--- src/rtl/decoder_stage_if.sv ---
// decoder_stage_if: fetch-side, execute-side and trap signals of decoder_stage.
// master = fetch/execute/trap-handler side, slave = the decode stage.
// Ports: InstValid/InstReady/DataInst/InstPc (fetch), OutValid/OutReady and
// decoded fields (execute), Int/IntData/IntAck (trap), Level (occupancy).
interface decoder_stage_if #(
    parameter int DEPTH = 4,
    parameter int PC_W  = 32
);
    logic                         InstValid;
    logic                         InstReady;
    logic [31:0]                  DataInst;
    logic [PC_W-1:0]              InstPc;
    logic                         OutValid;
    logic                         OutReady;
    logic [4:0]                   SelRS1;
    logic [4:0]                   SelRS2;
    logic [4:0]                   SelD;
    logic [31:0]                  DataIMM;
    logic                         RegDwe;
    logic [6:0]                   AluOp;
    logic [15:0]                  AluFunc;
    logic [4:0]                   MemOp;
    logic [PC_W-1:0]              OutPc;
    logic                         Int;
    logic [31:0]                  IntData;
    logic                         IntAck;
    logic [$clog2(DEPTH+1)-1:0]   Level;

    modport master (
        output InstValid, DataInst, InstPc, OutReady, IntAck,
        input  InstReady, OutValid, SelRS1, SelRS2, SelD, DataIMM,
        input  RegDwe, AluOp, AluFunc, MemOp, OutPc, Int, IntData, Level
    );

    modport slave (
        input  InstValid, DataInst, InstPc, OutReady, IntAck,
        output InstReady, OutValid, SelRS1, SelRS2, SelD, DataIMM,
        output RegDwe, AluOp, AluFunc, MemOp, OutPc, Int, IntData, Level
    );
endinterface

--- src/rtl/decoder_stage.sv ---
// decoder_stage: queued RV32I decode stage with a registered output slot and
// an illegal-instruction trap held until IntAck.
// Ports: Clk, Rst (sync, active high), En (advance), Flush, bus (slave side).
// Optional macro DECODER_RVM_EN: accept OP funct7=0x01 (MUL..REMU) as legal.
module decoder_stage #(
    parameter int DEPTH = 4,
    parameter int PC_W  = 32
) (
    input  logic Clk,
    input  logic Rst,
    input  logic En,
    input  logic Flush,
    decoder_stage_if.slave bus
);
    localparam int AW = $clog2(DEPTH);
    localparam int LW = $clog2(DEPTH + 1);

    localparam logic [6:0] OPC_LUI    = 7'b0110111;
    localparam logic [6:0] OPC_AUIPC  = 7'b0010111;
    localparam logic [6:0] OPC_JAL    = 7'b1101111;
    localparam logic [6:0] OPC_JALR   = 7'b1100111;
    localparam logic [6:0] OPC_BRANCH = 7'b1100011;
    localparam logic [6:0] OPC_LOAD   = 7'b0000011;
    localparam logic [6:0] OPC_STORE  = 7'b0100011;
    localparam logic [6:0] OPC_OPIMM  = 7'b0010011;
    localparam logic [6:0] OPC_OP     = 7'b0110011;
    localparam logic [6:0] OPC_FENCE  = 7'b0001111;
    localparam logic [6:0] OPC_SYSTEM = 7'b1110011;

    typedef enum logic {RUN, TRAP} state_t;

    state_t            state;
    logic [31:0]       mem_inst [DEPTH];
    logic [PC_W-1:0]   mem_pc   [DEPTH];
    logic [AW-1:0]     wr_ptr, rd_ptr;
    logic [LW-1:0]     count;

    logic              out_valid, reg_dwe, int_req;
    logic [4:0]        sel_rs1, sel_rs2, sel_d, mem_op;
    logic [31:0]       data_imm, int_data;
    logic [6:0]        alu_op;
    logic [15:0]       alu_func;
    logic [PC_W-1:0]   out_pc;

    logic              full, empty, push, pop, discard, slot_free;
    logic [31:0]       hi;
    logic [6:0]        opc, f7;
    logic [2:0]        f3;
    logic              legal, dwe;
    logic [31:0]       imm;
    logic [4:0]        mop;

    assign full      = (count == LW'(DEPTH));
    assign empty     = (count == '0);
    assign hi        = mem_inst[rd_ptr];
    assign slot_free = !out_valid || bus.OutReady;
    // No pass-through: a full queue refuses the push even if it pops.
    assign push    = En && !Flush && bus.InstValid && !full;
    assign pop     = En && !Flush && (state == RUN) && !empty
                     && legal && slot_free;
    assign discard = En && !Flush && (state == TRAP) && bus.IntAck;

    assign opc = hi[6:0];
    assign f3  = hi[14:12];
    assign f7  = hi[31:25];

    always_comb begin
        legal = 1'b0;
        dwe   = 1'b0;
        imm   = {{20{hi[31]}}, hi[31:20]};
        mop   = '0;
        case (opc)
            OPC_LUI, OPC_AUIPC: begin
                legal = 1'b1;
                dwe   = 1'b1;
                imm   = {hi[31:12], 12'b0};
            end
            OPC_JAL: begin
                legal = 1'b1;
                dwe   = 1'b1;
                imm   = {{11{hi[31]}}, hi[31], hi[19:12],
                         hi[20], hi[30:21], 1'b0};
            end
            OPC_JALR: begin
                legal = (f3 == 3'd0);
                dwe   = 1'b1;
            end
            OPC_BRANCH: begin
                legal = (f3 != 3'd2) && (f3 != 3'd3);
                imm   = {{19{hi[31]}}, hi[31], hi[7],
                         hi[30:25], hi[11:8], 1'b0};
            end
            OPC_LOAD: begin
                legal = (f3 != 3'd3) && (f3 != 3'd6) && (f3 != 3'd7);
                dwe   = 1'b1;
                mop   = {2'b10, f3};
            end
            OPC_STORE: begin
                legal = (f3 <= 3'd2);
                imm   = {{20{hi[31]}}, hi[31:25], hi[11:7]};
                mop   = {2'b11, f3};
            end
            OPC_OPIMM: begin
                dwe = 1'b1;
                if (f3 == 3'd1)
                    legal = (f7 == 7'h00);
                else if (f3 == 3'd5)
                    legal = (f7 == 7'h00) || (f7 == 7'h20);
                else
                    legal = 1'b1;
            end
            OPC_OP: begin
                dwe = 1'b1;
                imm = '0;
                if (f7 == 7'h00)
                    legal = 1'b1;
                else if (f7 == 7'h20)
                    legal = (f3 == 3'd0) || (f3 == 3'd5);
`ifdef DECODER_RVM_EN
                else if (f7 == 7'h01)
                    legal = 1'b1;
`endif
            end
            OPC_FENCE, OPC_SYSTEM: legal = 1'b1;
            default: legal = 1'b0;
        endcase
        if (hi[11:7] == 5'd0)
            dwe = 1'b0;
    end

    always_ff @(posedge Clk) begin
        if (push) begin
            mem_inst[wr_ptr] <= bus.DataInst;
            mem_pc[wr_ptr]   <= bus.InstPc;
        end
    end

    always_ff @(posedge Clk) begin
        if (Rst || Flush) begin
            state     <= RUN;
            wr_ptr    <= '0;
            rd_ptr    <= '0;
            count     <= '0;
            out_valid <= 1'b0;
            sel_rs1   <= '0;
            sel_rs2   <= '0;
            sel_d     <= '0;
            data_imm  <= '0;
            reg_dwe   <= 1'b0;
            alu_op    <= '0;
            alu_func  <= '0;
            mem_op    <= '0;
            out_pc    <= '0;
            int_req   <= 1'b0;
            int_data  <= '0;
        end else if (En) begin
            if (push)
                wr_ptr <= wr_ptr + 1'b1;
            if (pop || discard)
                rd_ptr <= rd_ptr + 1'b1;
            count <= count + LW'(push) - LW'(pop || discard);
            if (pop) begin
                out_valid <= 1'b1;
                sel_rs1   <= hi[19:15];
                sel_rs2   <= hi[24:20];
                sel_d     <= hi[11:7];
                data_imm  <= imm;
                reg_dwe   <= dwe;
                alu_op    <= opc;
                alu_func  <= {6'b0, f7, f3};
                mem_op    <= mop;
                out_pc    <= mem_pc[rd_ptr];
            end else if (bus.OutReady) begin
                out_valid <= 1'b0;
            end
            case (state)
                RUN: begin
                    if (!empty && !legal) begin
                        state    <= TRAP;
                        int_req  <= 1'b1;
                        int_data <= hi;
                    end
                end
                TRAP: begin
                    if (bus.IntAck) begin
                        state    <= RUN;
                        int_req  <= 1'b0;
                        int_data <= '0;
                    end
                end
                default: state <= RUN;
            endcase
        end
    end

    assign bus.InstReady = !full;
    assign bus.OutValid  = out_valid;
    assign bus.SelRS1    = sel_rs1;
    assign bus.SelRS2    = sel_rs2;
    assign bus.SelD      = sel_d;
    assign bus.DataIMM   = data_imm;
    assign bus.RegDwe    = reg_dwe;
    assign bus.AluOp     = alu_op;
    assign bus.AluFunc   = alu_func;
    assign bus.MemOp     = mem_op;
    assign bus.OutPc     = out_pc;
    assign bus.Int       = int_req;
    assign bus.IntData   = int_data;
    assign bus.Level     = count;
endmodule

--- src/flat_wrapper.sv ---
// flat-port wrapper written by rule: the top's interface ports become plain ports
module decoder_stage_flat 
#(
    parameter int DEPTH = 4,
    parameter int PC_W  = 32
)
  (Clk, Rst, En, Flush, bus_InstValid, bus_DataInst, bus_InstPc, bus_OutReady, bus_IntAck, bus_InstReady, bus_OutValid, bus_SelRS1, bus_SelRS2, bus_SelD, bus_DataIMM, bus_RegDwe, bus_AluOp, bus_AluFunc, bus_MemOp, bus_OutPc, bus_Int, bus_IntData, bus_Level);
  decoder_stage_if #(.DEPTH(DEPTH), .PC_W(PC_W)) bus_i ();
  input  logic Clk;
  input  logic Rst;
  input  logic En;
  input  logic Flush;
  input wire logic [$bits(bus_i.InstValid)-1:0] bus_InstValid;
  input wire logic [$bits(bus_i.DataInst)-1:0] bus_DataInst;
  input wire logic [$bits(bus_i.InstPc)-1:0] bus_InstPc;
  input wire logic [$bits(bus_i.OutReady)-1:0] bus_OutReady;
  input wire logic [$bits(bus_i.IntAck)-1:0] bus_IntAck;
  output wire logic [$bits(bus_i.InstReady)-1:0] bus_InstReady;
  output wire logic [$bits(bus_i.OutValid)-1:0] bus_OutValid;
  output wire logic [$bits(bus_i.SelRS1)-1:0] bus_SelRS1;
  output wire logic [$bits(bus_i.SelRS2)-1:0] bus_SelRS2;
  output wire logic [$bits(bus_i.SelD)-1:0] bus_SelD;
  output wire logic [$bits(bus_i.DataIMM)-1:0] bus_DataIMM;
  output wire logic [$bits(bus_i.RegDwe)-1:0] bus_RegDwe;
  output wire logic [$bits(bus_i.AluOp)-1:0] bus_AluOp;
  output wire logic [$bits(bus_i.AluFunc)-1:0] bus_AluFunc;
  output wire logic [$bits(bus_i.MemOp)-1:0] bus_MemOp;
  output wire logic [$bits(bus_i.OutPc)-1:0] bus_OutPc;
  output wire logic [$bits(bus_i.Int)-1:0] bus_Int;
  output wire logic [$bits(bus_i.IntData)-1:0] bus_IntData;
  output wire logic [$bits(bus_i.Level)-1:0] bus_Level;
  assign bus_i.InstValid = bus_InstValid;
  assign bus_i.DataInst = bus_DataInst;
  assign bus_i.InstPc = bus_InstPc;
  assign bus_i.OutReady = bus_OutReady;
  assign bus_i.IntAck = bus_IntAck;
  assign bus_InstReady = bus_i.InstReady;
  assign bus_OutValid = bus_i.OutValid;
  assign bus_SelRS1 = bus_i.SelRS1;
  assign bus_SelRS2 = bus_i.SelRS2;
  assign bus_SelD = bus_i.SelD;
  assign bus_DataIMM = bus_i.DataIMM;
  assign bus_RegDwe = bus_i.RegDwe;
  assign bus_AluOp = bus_i.AluOp;
  assign bus_AluFunc = bus_i.AluFunc;
  assign bus_MemOp = bus_i.MemOp;
  assign bus_OutPc = bus_i.OutPc;
  assign bus_Int = bus_i.Int;
  assign bus_IntData = bus_i.IntData;
  assign bus_Level = bus_i.Level;
  decoder_stage #(.DEPTH(DEPTH), .PC_W(PC_W)) u_core (.Clk(Clk), .Rst(Rst), .En(En), .Flush(Flush), .bus(bus_i));
endmodule
--- config.mk ---
export PLATFORM = sky130hd
export DESIGN_NAME = decoder_stage_flat
export DESIGN_NICKNAME = d
export VERILOG_FILES = /design/src/rtl/decoder_stage_if.sv /design/src/rtl/decoder_stage.sv /design/src/flat_wrapper.sv
export SDC_FILE = /design/constraint.sdc
export NUM_CORES = 1
export LEC_CHECK = 0
export ABC_AREA = 1
export ABC_CLOCK_PERIOD_IN_PS = 6100
export CAP_MARGIN = 10
export CORE_ASPECT_RATIO = 1.1
export CORE_UTILIZATION = 40
export CTS_CLUSTER_SIZE = 8
export DETAILED_ROUTE_END_ITERATION = 6
export DONT_BUFFER_PORTS = 1
export MAX_ROUTING_LAYER = met4
export PLACE_DENSITY = 0.6
export SLEW_MARGIN = 10
export SYNTH_ARGS = -nofsm -noshare
export SYNTH_HDL_FRONTEND = slang
export SYNTH_SLANG_ARGS = --single-unit
--- constraint.sdc ---
create_clock -name Clk -period 6.1 [get_ports Clk]
set_input_delay 1.22 -clock Clk [delete_from_list [all_inputs] [get_ports Clk]]
set_output_delay 1.22 -clock Clk [all_outputs]
set_load 0.05 [all_outputs]
Word level (Yosys, flattened, before mapping)
Memory sizes are Yosys's and may differ from the RTL's. A register that Yosys moved wholly into a read port is not among the register bits.
Index checks and enable logic that the tools add are counted.
{"block": "word_totals", "ff_bits": 112, "latchBits": 0, "mem_bits_rw": 256, "romBits": 0, "inputBits": 71, "elab_cells": 104, "memories": 2}
{"block": "op_classes", "n_addsub": 4, "n_mul": 0, "n_div": 0, "order_cmp": 1, "eq_ne": 21, "shift": 0, "muxes": 24, "bitwise_logic": 1, "n_reduce_logical": 36}
{"memory": "u_core.mem_inst", "words": 4, "word_bits": 32, "read_ports": 1, "rd_clocked_by_memory_dff": 1, "write_ports": 1, "line": "decoder_stage.sv:33", "source": "logic [31:0] mem_inst [DEPTH];"}
{"memory": "u_core.mem_pc", "words": 4, "word_bits": 32, "read_ports": 1, "rd_clocked_by_memory_dff": 1, "write_ports": 1, "line": "decoder_stage.sv:34", "source": "logic [PC_W-1:0] mem_pc [DEPTH];"}
{"operator": "one-hot mux 32 bit (5 select lines)", "count": 1}
{"operator": "two-way mux 32 bit", "count": 2}
{"operator": "one-hot mux 32 bit (2 select lines)", "count": 1}
{"operator": "equality test 7 x 6 -> 1 bit (second input constant)", "count": 4}
{"operator": "equality test 7 bit (second input constant)", "count": 4}
{"operator": "equality test 7 x 5 -> 1 bit (second input constant)", "count": 2}
{"operator": "two-way mux 1 bit", "count": 14}
{"operator": "logical AND 1 bit", "count": 13}
{"operator": "one-hot mux 5 bit (2 select lines)", "count": 1}
{"operator": "AND reduction 2 bit", "count": 4}
{"operator": "equality test 7 x 2 -> 1 bit (second input constant)", "count": 1}
{"operator": "equality test 7 x 4 -> 1 bit (second input constant)", "count": 1}
{"operator": "zero test 7 bit", "count": 1}
{"operator": "one-hot mux 1 bit (7 select lines)", "count": 1}
{"operator": "OR reduction 7 bit", "count": 1}
{"operator": "equality test 3 bit (second input constant)", "count": 2}
{"operator": "zero test 3 bit", "count": 2}
{"operator": "inequality test 3 x 2 -> 1 bit (second input constant)", "count": 2}
{"operator": "inequality test 3 bit (second input constant)", "count": 2}
{"operator": "zero test 1 bit", "count": 5}
{"operator": "zero test 5 bit", "count": 1}
{"operator": "logical OR 1 bit", "count": 5}
{"operator": "OR reduction 5 bit", "count": 1}
{"operator": "adder 2 x 1 -> 2 bit (second input constant)", "count": 2}
{"operator": "11 further kinds", "count": 14}

Longest topological paths before layout
Gate-level depths: netlist of the first run.
{"block": "depth", "depth_word": 11, "mapped_depth": 24}

Worst setup path after synthesis of the first run
Ideal clock, no wire load.
{"block": "synth_path", "path_kind": "in2reg", "startpoint": "input En", "endpoint": "memory u_core.mem_inst[0][0], enable pin", "t_arrival_ps": 4480, "required_ps": 5613, "path_slack_ps": 1133, "stages": 4, "path_cell_list": "clkinv_1 nor2_1 nand3_1 nor2_1"}
{"block": "synth_between", "elab_chain_len": 5}
{"element": "start, declared", "line": "flat_wrapper.sv:11", "source": "input logic En;"}
{"element": "logical AND 1 bit (3 in a row)", "line": "decoder_stage.sv:58", "source": "assign push = En && !Flush && bus.InstValid && !full;"}
{"element": "two-way mux 1 bit", "line": "decoder_stage.sv:132", "source": "if (push) begin"}
{"element": "two-way mux 1 bit (implied by the code)", "line": "decoder_stage.sv:133", "source": "mem_inst[wr_ptr] <= bus.DataInst;"}
{"element": "end, declared", "line": "decoder_stage.sv:33"}
No other way between the ends.

==> results of run 1 <==
routing by layer:
layer / up-vias / routed length [µm] / GRT usage, %
met4: 0 / 1040 / 6.14
met1: 5265 / 16300 / 24.2
met5: - / 0 / -
met3: 81 / 4230 / 7.39
met2: 389 / 19300 / 33.0
li1: 5200 / - / -
cells by family after synthesis:
group / after synthesis
simple gates: 661
flops: 402
compound gates: 286
buf+inv: 160
fa+ha+maj: 7
xor+xnor: 1
other cells: 1
cell type report:
| cell class | count | area share, % |
|---|---|---|
| clock inverters | 3 | 0.309 |
| inverters | 59 | 1.27 |
| repair buffers | 18 | 0.758 |
| clock buffers | 91 | 8.59 |
| flip-flops and latches | 402 | 59.5 |
| multi-input cells | 961 | 26.0 |
| well taps | 507 | 3.56 |
worst reg2reg max path, delay by kind of cell (launching register included):
| kind | cells | cell delay (ns) |
|---|---|---|
| AND/OR/NAND/NOR | 12 | 2.70 |
| buffers and inverters | 2 | 0.43 |
| adder cells (fa/ha/maj) | 3 | 0.89 |
| AO/OA/AOI/OAI | 4 | 0.47 |
| flip-flops | 1 | 0.68 |
path summary, 6_finish.rpt:
kind,from,endpoint,slack [ns],cells past startpoint
setup / recovery,register,u_core.bus.Level[2],0.83,21
setup reg to reg,register,u_core.bus.Level[2],0.83,21
hold reg to reg,u_core.state,u_core.state,0.49,2
hold / removal,u_core.state,u_core.state,0.49,2
report_power, final:
part           switching [mW]  total [mW]  leakage [nW]  internal (mW)
combinational          0.0969       0.126          1.87         0.0290
sequential             0.0216        2.94          3.49           2.92
clock                    1.10        2.83         0.757           1.73
flip-flops by register name, indices dropped and copies added, names as in the netlist, named ones only:
signal               flops
u_core.mem_inst        128
u_core.mem_pc          128
u_core.bus.DataIMM      32
u_core.bus.IntData      32
u_core.bus.OutPc        32
u_core.bus.AluFunc      10
u_core.bus.AluOp         7
u_core.bus.MemOp         5
u_core.bus.SelD          5
u_core.bus.SelRS1        5
u_core.bus.SelRS2        5
u_core.bus.Level         3
u_core.rd_ptr            2
u_core.wr_ptr            2
u_core.bus.Int           1
u_core.bus.OutValid      1
u_core.bus.RegDwe        1
u_core.state             1
synthesized netlist by cell type (3+ instances only):
master    count  area [µm²]
nand4_1       5        31.3
nand2_1     399        1500
nand3_1      86         430
nand2_2       6        37.5
o21ai_0      64         320
buf_6        17         191
clkbuf_1     50         188
o211ai_1      9        67.6
inv_2         5        18.8
nor2_1      116         435
inv_1        51         191
dfxtp_1     146        2920
nand3b_1     33         248
a32oi_1      34         298
o21ai_1       8        40.0
buf_1         5        18.8
ha_1          6        75.1
buf_2        19        95.1
a32o_1        3        30.0
a31o_2        4        35.0
a21oi_1     150         751
nor3_1        4        20.0
nor2_2        4        25.0
o22ai_1      12        75.1
buf_4        10        75.1
edfxtp_1    256        7690
placed cells by master (no fill, tap or decap), types with 2 or more instances in the layout:
master,n
edfxtp_1,256
a32oi_1,34
inv_2,6
a31o_2,4
o22ai_1,12
inv_4,2
clkbuf_1,35
dfxtp_1,143
o211ai_1,9
o21ai_1,8
nand2_2,6
nor2_1,110
nand2_4,2
o21ai_0,64
dfxtp_2,3
a32o_1,3
clkbuf_16,56
a21oi_1,150
nor2_2,5
buf_4,18
nand3_1,86
nor3_1,4
nand4_1,5
nor2_4,7
conb_1,6
nand2_1,399
ha_1,6
inv_1,50
nand3b_1,33
==> metrics.md, run 1 <==
| Metric | Value |
|---|---|
| Outcome | finished with violations |
| Failing checks | design-rule violations |
| Xor and xnor fraction of the mapped netlist area | 0.0548% |
| Post-layout util | 45.4% |
| Total overflow reported by the global router | 0 |
| Worst Hold Class | register to register |
| Register clock-pin slew on the reported worst setup and hold paths | approximately 0.05 ns |
| Most common flop cell mapped by yosys | edfxtp_1 |
| CP cell instances | inv_4 -> nand2_1 -> nand2_1 -> nand2_1 -> nand2_1 -> nand2_1 -> nor2_1 -> nand2_1 -> nand2_2 -> nor2_4 -> nand4_4 -> nand2_4 -> nand2_1 -> ha_1 -> inv_1 -> ha_1 -> fa_1 -> a21oi_1 -> o21ai_0 -> o21ai_0 -> a21oi_1 |
| Min Tclk post-route | 5.27 ns |
| Cells after synthesis | 1518 |
| 1st-iter DRT viols | 736 |
| Clock sinks | 402 |
| Max Root-Sink Buffers | 3 |
| Chip width | a little under 200 µm |
| Worst setup margin | 0.830 ns |
| Setup Buffers After CTS | 0 |
| Worst Setup End Kind | register |
| Max incr delay on CP | 0.68 ns |
| CP max stage cell | dfxtp_2 |
| Ys async rst share | 0% |
| Multi-input combinational cell area | 0.00464 mm² |
| Initial Utilization | 40.7% |
| Largest family of logic cells by synthesized area | simple AND/OR/NAND/NOR gates |
| Cell Area, Synth | 0.0160 mm² |
| Max_cap viols | 0 |
| Simple-gate share of the synthesized area | 17.6% |
| Total CTS buffers | 56 |
| Synth-to-layout area growth | 11.6% |
| Clk_skew | between 0.015 and 0.02 ns |
| Number of antenna-violating nets in the routed design | 0 |
| # IOs | 217 |
| Synth unique cells | 39 |
| Worst hold slack | 0.495 ns |
| Post-Synth Adder-Cell Area | 0.595% |
| Register Area | 0.0106 mm² |
| Final Cell Area | 0.0178 mm² |
| Clock root cell | clkbuf_16 |
| Final Hold Viols | 0 |
| Post-DP HPWL | around 25000 µm |
| Gates resized, CTS repair | 0 |
| First-pass GRT wire length | 61600 µm |
| All-layer global routing usage | 20.6% |
| Routed WL | 40900 µm |
| Relative slew slack | 23.4% |
| Post-synth EDFFs | 256 |
| Share of cells above drive strength 1 | 7.63% |
| Actual slew at the worst max-slew pin | 1.15 ns |
| Syn Area/Cell | between 10 and 15 µm² |
| Fill cells | ~3600 |
| Crit path top cell by count | nand2_1 |
| CORE AREA | 0.0393 mm² |
| Endpoints failing setup | 0 |
| Pre-CTS setup slack | 0.876 ns |
| Final Max Slew Viols | 0 |
| Post-DP Area | 0.0162 mm² |
| Worst setup SP type | register |
| Die Y | roughly 210 µm |
| Unrepaired setup endpoints after global routing | false |
| Max Fclk | 190 MHz |
| Worst EP required | 6.56 ns |
| CTS tree | built |
| ANT cells | 0 |
| Mux contribution to synthesized area | 0% |
| Largest delay share family, worst path | simple AND/OR/NAND/NOR gates |
| Average wire per standard cell | 20.0 µm |
| Fin crit share | 86.4% |
| Final Net Count | 1576 |
| Post-CTS Hold Buffers | 0 |
| Largest net degree at the start of global routing | 100 |
| CP Max Fanout | between 60 and 70 |
| Initial antenna violation count | 0 |
| CP Class | register to register |
| Arrival @ worst endpoint | roughly 5.7 ns |
| Skew-Pair Late Insertion Delay | 0.59 ns |
| Yosys warning total | 0 |
| Row cnt | 76 |
| Count of state elements after synthesis | 402 |
| H-tree Lvls | 2 |
| Setup TNS | 0 ns |
| Register area share after synthesis | between 60 and 70% |
| Full die area | 0.0408 mm² |
| P per Cell Area | 331 mW/mm² |
| Synth Area in Compound Gates | 10.3% |
| Placed Instances | roughly 2000 |
| Vias/cell | 5.36 |
| Layout Cells excl Fill | 2041 |
| DRC violations left | 45 |
| Vias in the first global route | 10578 |
| Via Count | about 11000 |
| Port Buf Inserts | 0 |
| VDD IR max | 0.000285 V |
| Total power | 5.90 mW |
| Leak | 6.12 nW |
| DRT Pass-1 Iters | 7 |
| RD Place Congestion | 0.889 |
| Worst path bufs/invs | 2 |
Power figures use the tool's default switching activity.
==> run 2, diff against run 1 <==
Settings changed: REMOVE_ABC_BUFFERS set to 1.
==> metrics.md, run 2 (synthesis results as in run 1) <==
| Metric | Value |
|---|---|
| Via Count | 10844 |
| Worst setup SP type | register |
| Average wire per standard cell | 19.6 µm |
| Relative slew slack | between 20% and 30% |
| Pre-CTS setup slack | about 1.6 ns |
| P per Cell Area | 332 mW/mm² |
| Fin crit share | 73.9% |
| Full die area | 0.0408 mm² |
| DRC violations left | 45 |
| Routed WL | approximately 40000 µm |
| GR Layer Usage met2 | between 30% and 40% |
| Max_cap viols | 0 |
| RD Place Congestion | ~0.85 |
| Vias/cell | approximately 5.3 |
| VDD IR max | roughly 0.00038 V |
| Post-DP HPWL | 23900 µm |
| Worst EP required | approximately 6.6 ns |
| GR Util met3 | slightly above 6% |
| Clock root cell | clkbuf_16 |
| Commonest cells after routing, fill and taps aside | 399 x nand2_1, 256 x edfxtp_1, 150 x a21oi_1, 143 x dfxtp_1, 110 x nor2_1 |
| Commonest non-fill, non-tap cell in the layout | nand2_1 |
| Sw frac | 20.4% |
| Chip width | between 150 and 200 µm |
| Combinational share of power | approximately 2.1% |
| Switching power | around 1.2 mW |
| Initial antenna violation count | 0 |
| DRT Pass-1 Iters | 7 |
| CTS tree | built |
| Number of antenna-violating nets in the routed design | 0 |
| Min Tclk post-route | 4.51 ns |
| Row cnt | 76 |
| CP Class | register to register |
| Met1 Usage GRT | between 20% and 30% |
| Skew-Pair Late Insertion Delay | 0.59 ns |
| Final Net Count | around 1600 |
| ANT cells | 0 |
| Arrival @ worst endpoint | 4.97 ns |
| CP Max Fanout | 68 |
| Total overflow reported by the global router | 0 |
| Setup TNS | 0 ns |
| Internal cell power | 4.73 mW |
| Die Y | between 200 and 250 µm |
| Actual slew at the worst max-slew pin | 1.15 ns |
| Endpoints failing setup | 0 |
| HP Start | u_core.state |
| Leak | slightly above 6 nW |
| Post-CTS Hold Buffers | 0 |
| Vias in the first global route | 10643 |
| Failing checks | design-rule violations |
| Outcome | finished with violations |
| Register clock-pin slew on the reported worst setup and hold paths | ~0.05 ns |
| H-tree Lvls | 2 |
| All-layer global routing usage | between 20% and 30% |
| Total CTS buffers | 56 |
| GR peak layer | met2 |
| Clk pwr share | roughly 48% |
| Sequential share of power | 49.4% |
| Worst Hold Class | register to register |
| Setup Buffers After CTS | 0 |
| # IOs | 217 |
| Worst Setup End Kind | register |
| Clk_skew | ~0.024 ns |
| Port Buf Inserts | 0 |
| Synth-to-layout area growth | 12.1% |
| 1st-iter DRT viols | 629 |
| CORE AREA | 0.0393 mm² |
| Share of cells above drive strength 1 | 7.62% |
| Final Max Slew Viols | 0 |
| First-pass GRT wire length | 60900 µm |
| Largest net degree at the start of global routing | 100 |
| Max Root-Sink Buffers | 3 |
| Unrepaired setup endpoints after global routing | false |
| Max Fclk | 222 MHz |
| Gates resized, CTS repair | 0 |
| Initial Utilization | between 40% and 50% |
| Final Hold Viols | 0 |
| Biggest regs | u_core.mem_inst (128), u_core.mem_pc (128) |
| Worst setup margin | 1.59 ns |
| Clock sinks | 402 |
| Total power | around 6 mW |
==> run 2: final timing paths <==
| path | slack, ns | cells past startpoint | end |
|---|---|---|---|
| setup / recovery | 1.59 | 20 | u_core.bus.Level[2] |
| setup reg to reg | 1.59 | 20 | u_core.bus.Level[2] |
| hold reg to reg | 0.50 | 2 | u_core.state |
| hold / removal | 0.50 | 2 | u_core.state |
==> run 2: final cells by class <==
class                      instances  area (µm²)
fill                            3664       21300
clock buffer                      98        1630
inverter                          59         228
tap                              507         634
sequential                       402       10600
timing repair buffer              15         163
multi-input combinational        961        4640
clock inverter                     1        16.3
==> run 2: worst max-delay path: stages (launching register included) <==
cell and delay [ns]:
dfxtp_2 0.34, buf_4 0.58, nand2_1 0.12, nand3_1 0.10, nand2_1 0.09, nand2_2 0.14
nor2_1 0.09, nand2_1 0.35, nand2_2 0.31, nor2_4 0.23, nand4_4 0.13, nand2_4 0.35
nand2_1 0.16, ha_1 0.30, inv_1 0.04, ha_1 0.19, fa_1 0.37, a21oi_1 0.14
o21ai_0 0.11, o21ai_0 0.15, a21oi_1 0.05
==> run 2: power groups by stage <==
stage / registers (mW) / clock network, mW / logic, mW
6_report: 2.94 / 2.88 / 0.126
3_3_place_gp: 2.99 / 0 / 0.126
4_1_cts: 2.94 / 2.94 / 0.127
3_5_place_dp: 2.99 / 0 / 0.127
2_1_floorplan: 2.99 / 0 / 0.0832
5_1_grt: 2.94 / 3.06 / 0.139
==> run 2: through the flow <==
stage / area, µm² / hold slack [ns] / instances / util, %
5_1_grt: 17900 / 0.520 / 2043 / 45.6
3_3_place_gp: 16300 / 0.487 / 1944 / 41.4
3_5_place_dp: 16300 / 0.487 / 1944 / 41.4
4_1_cts: 17900 / 0.497 / 2043 / 45.6
2_1_floorplan: 15400 / 0.456 / 1422 / -
6_report: 17900 / 0.495 / 2043 / 45.6
==> run 2: metal layers <==
layer,vias up,share of wire [%]
li1,5210,-
met4,0,2.6
met2,313,49
met5,-,0
met1,5240,40
met3,81,8.5
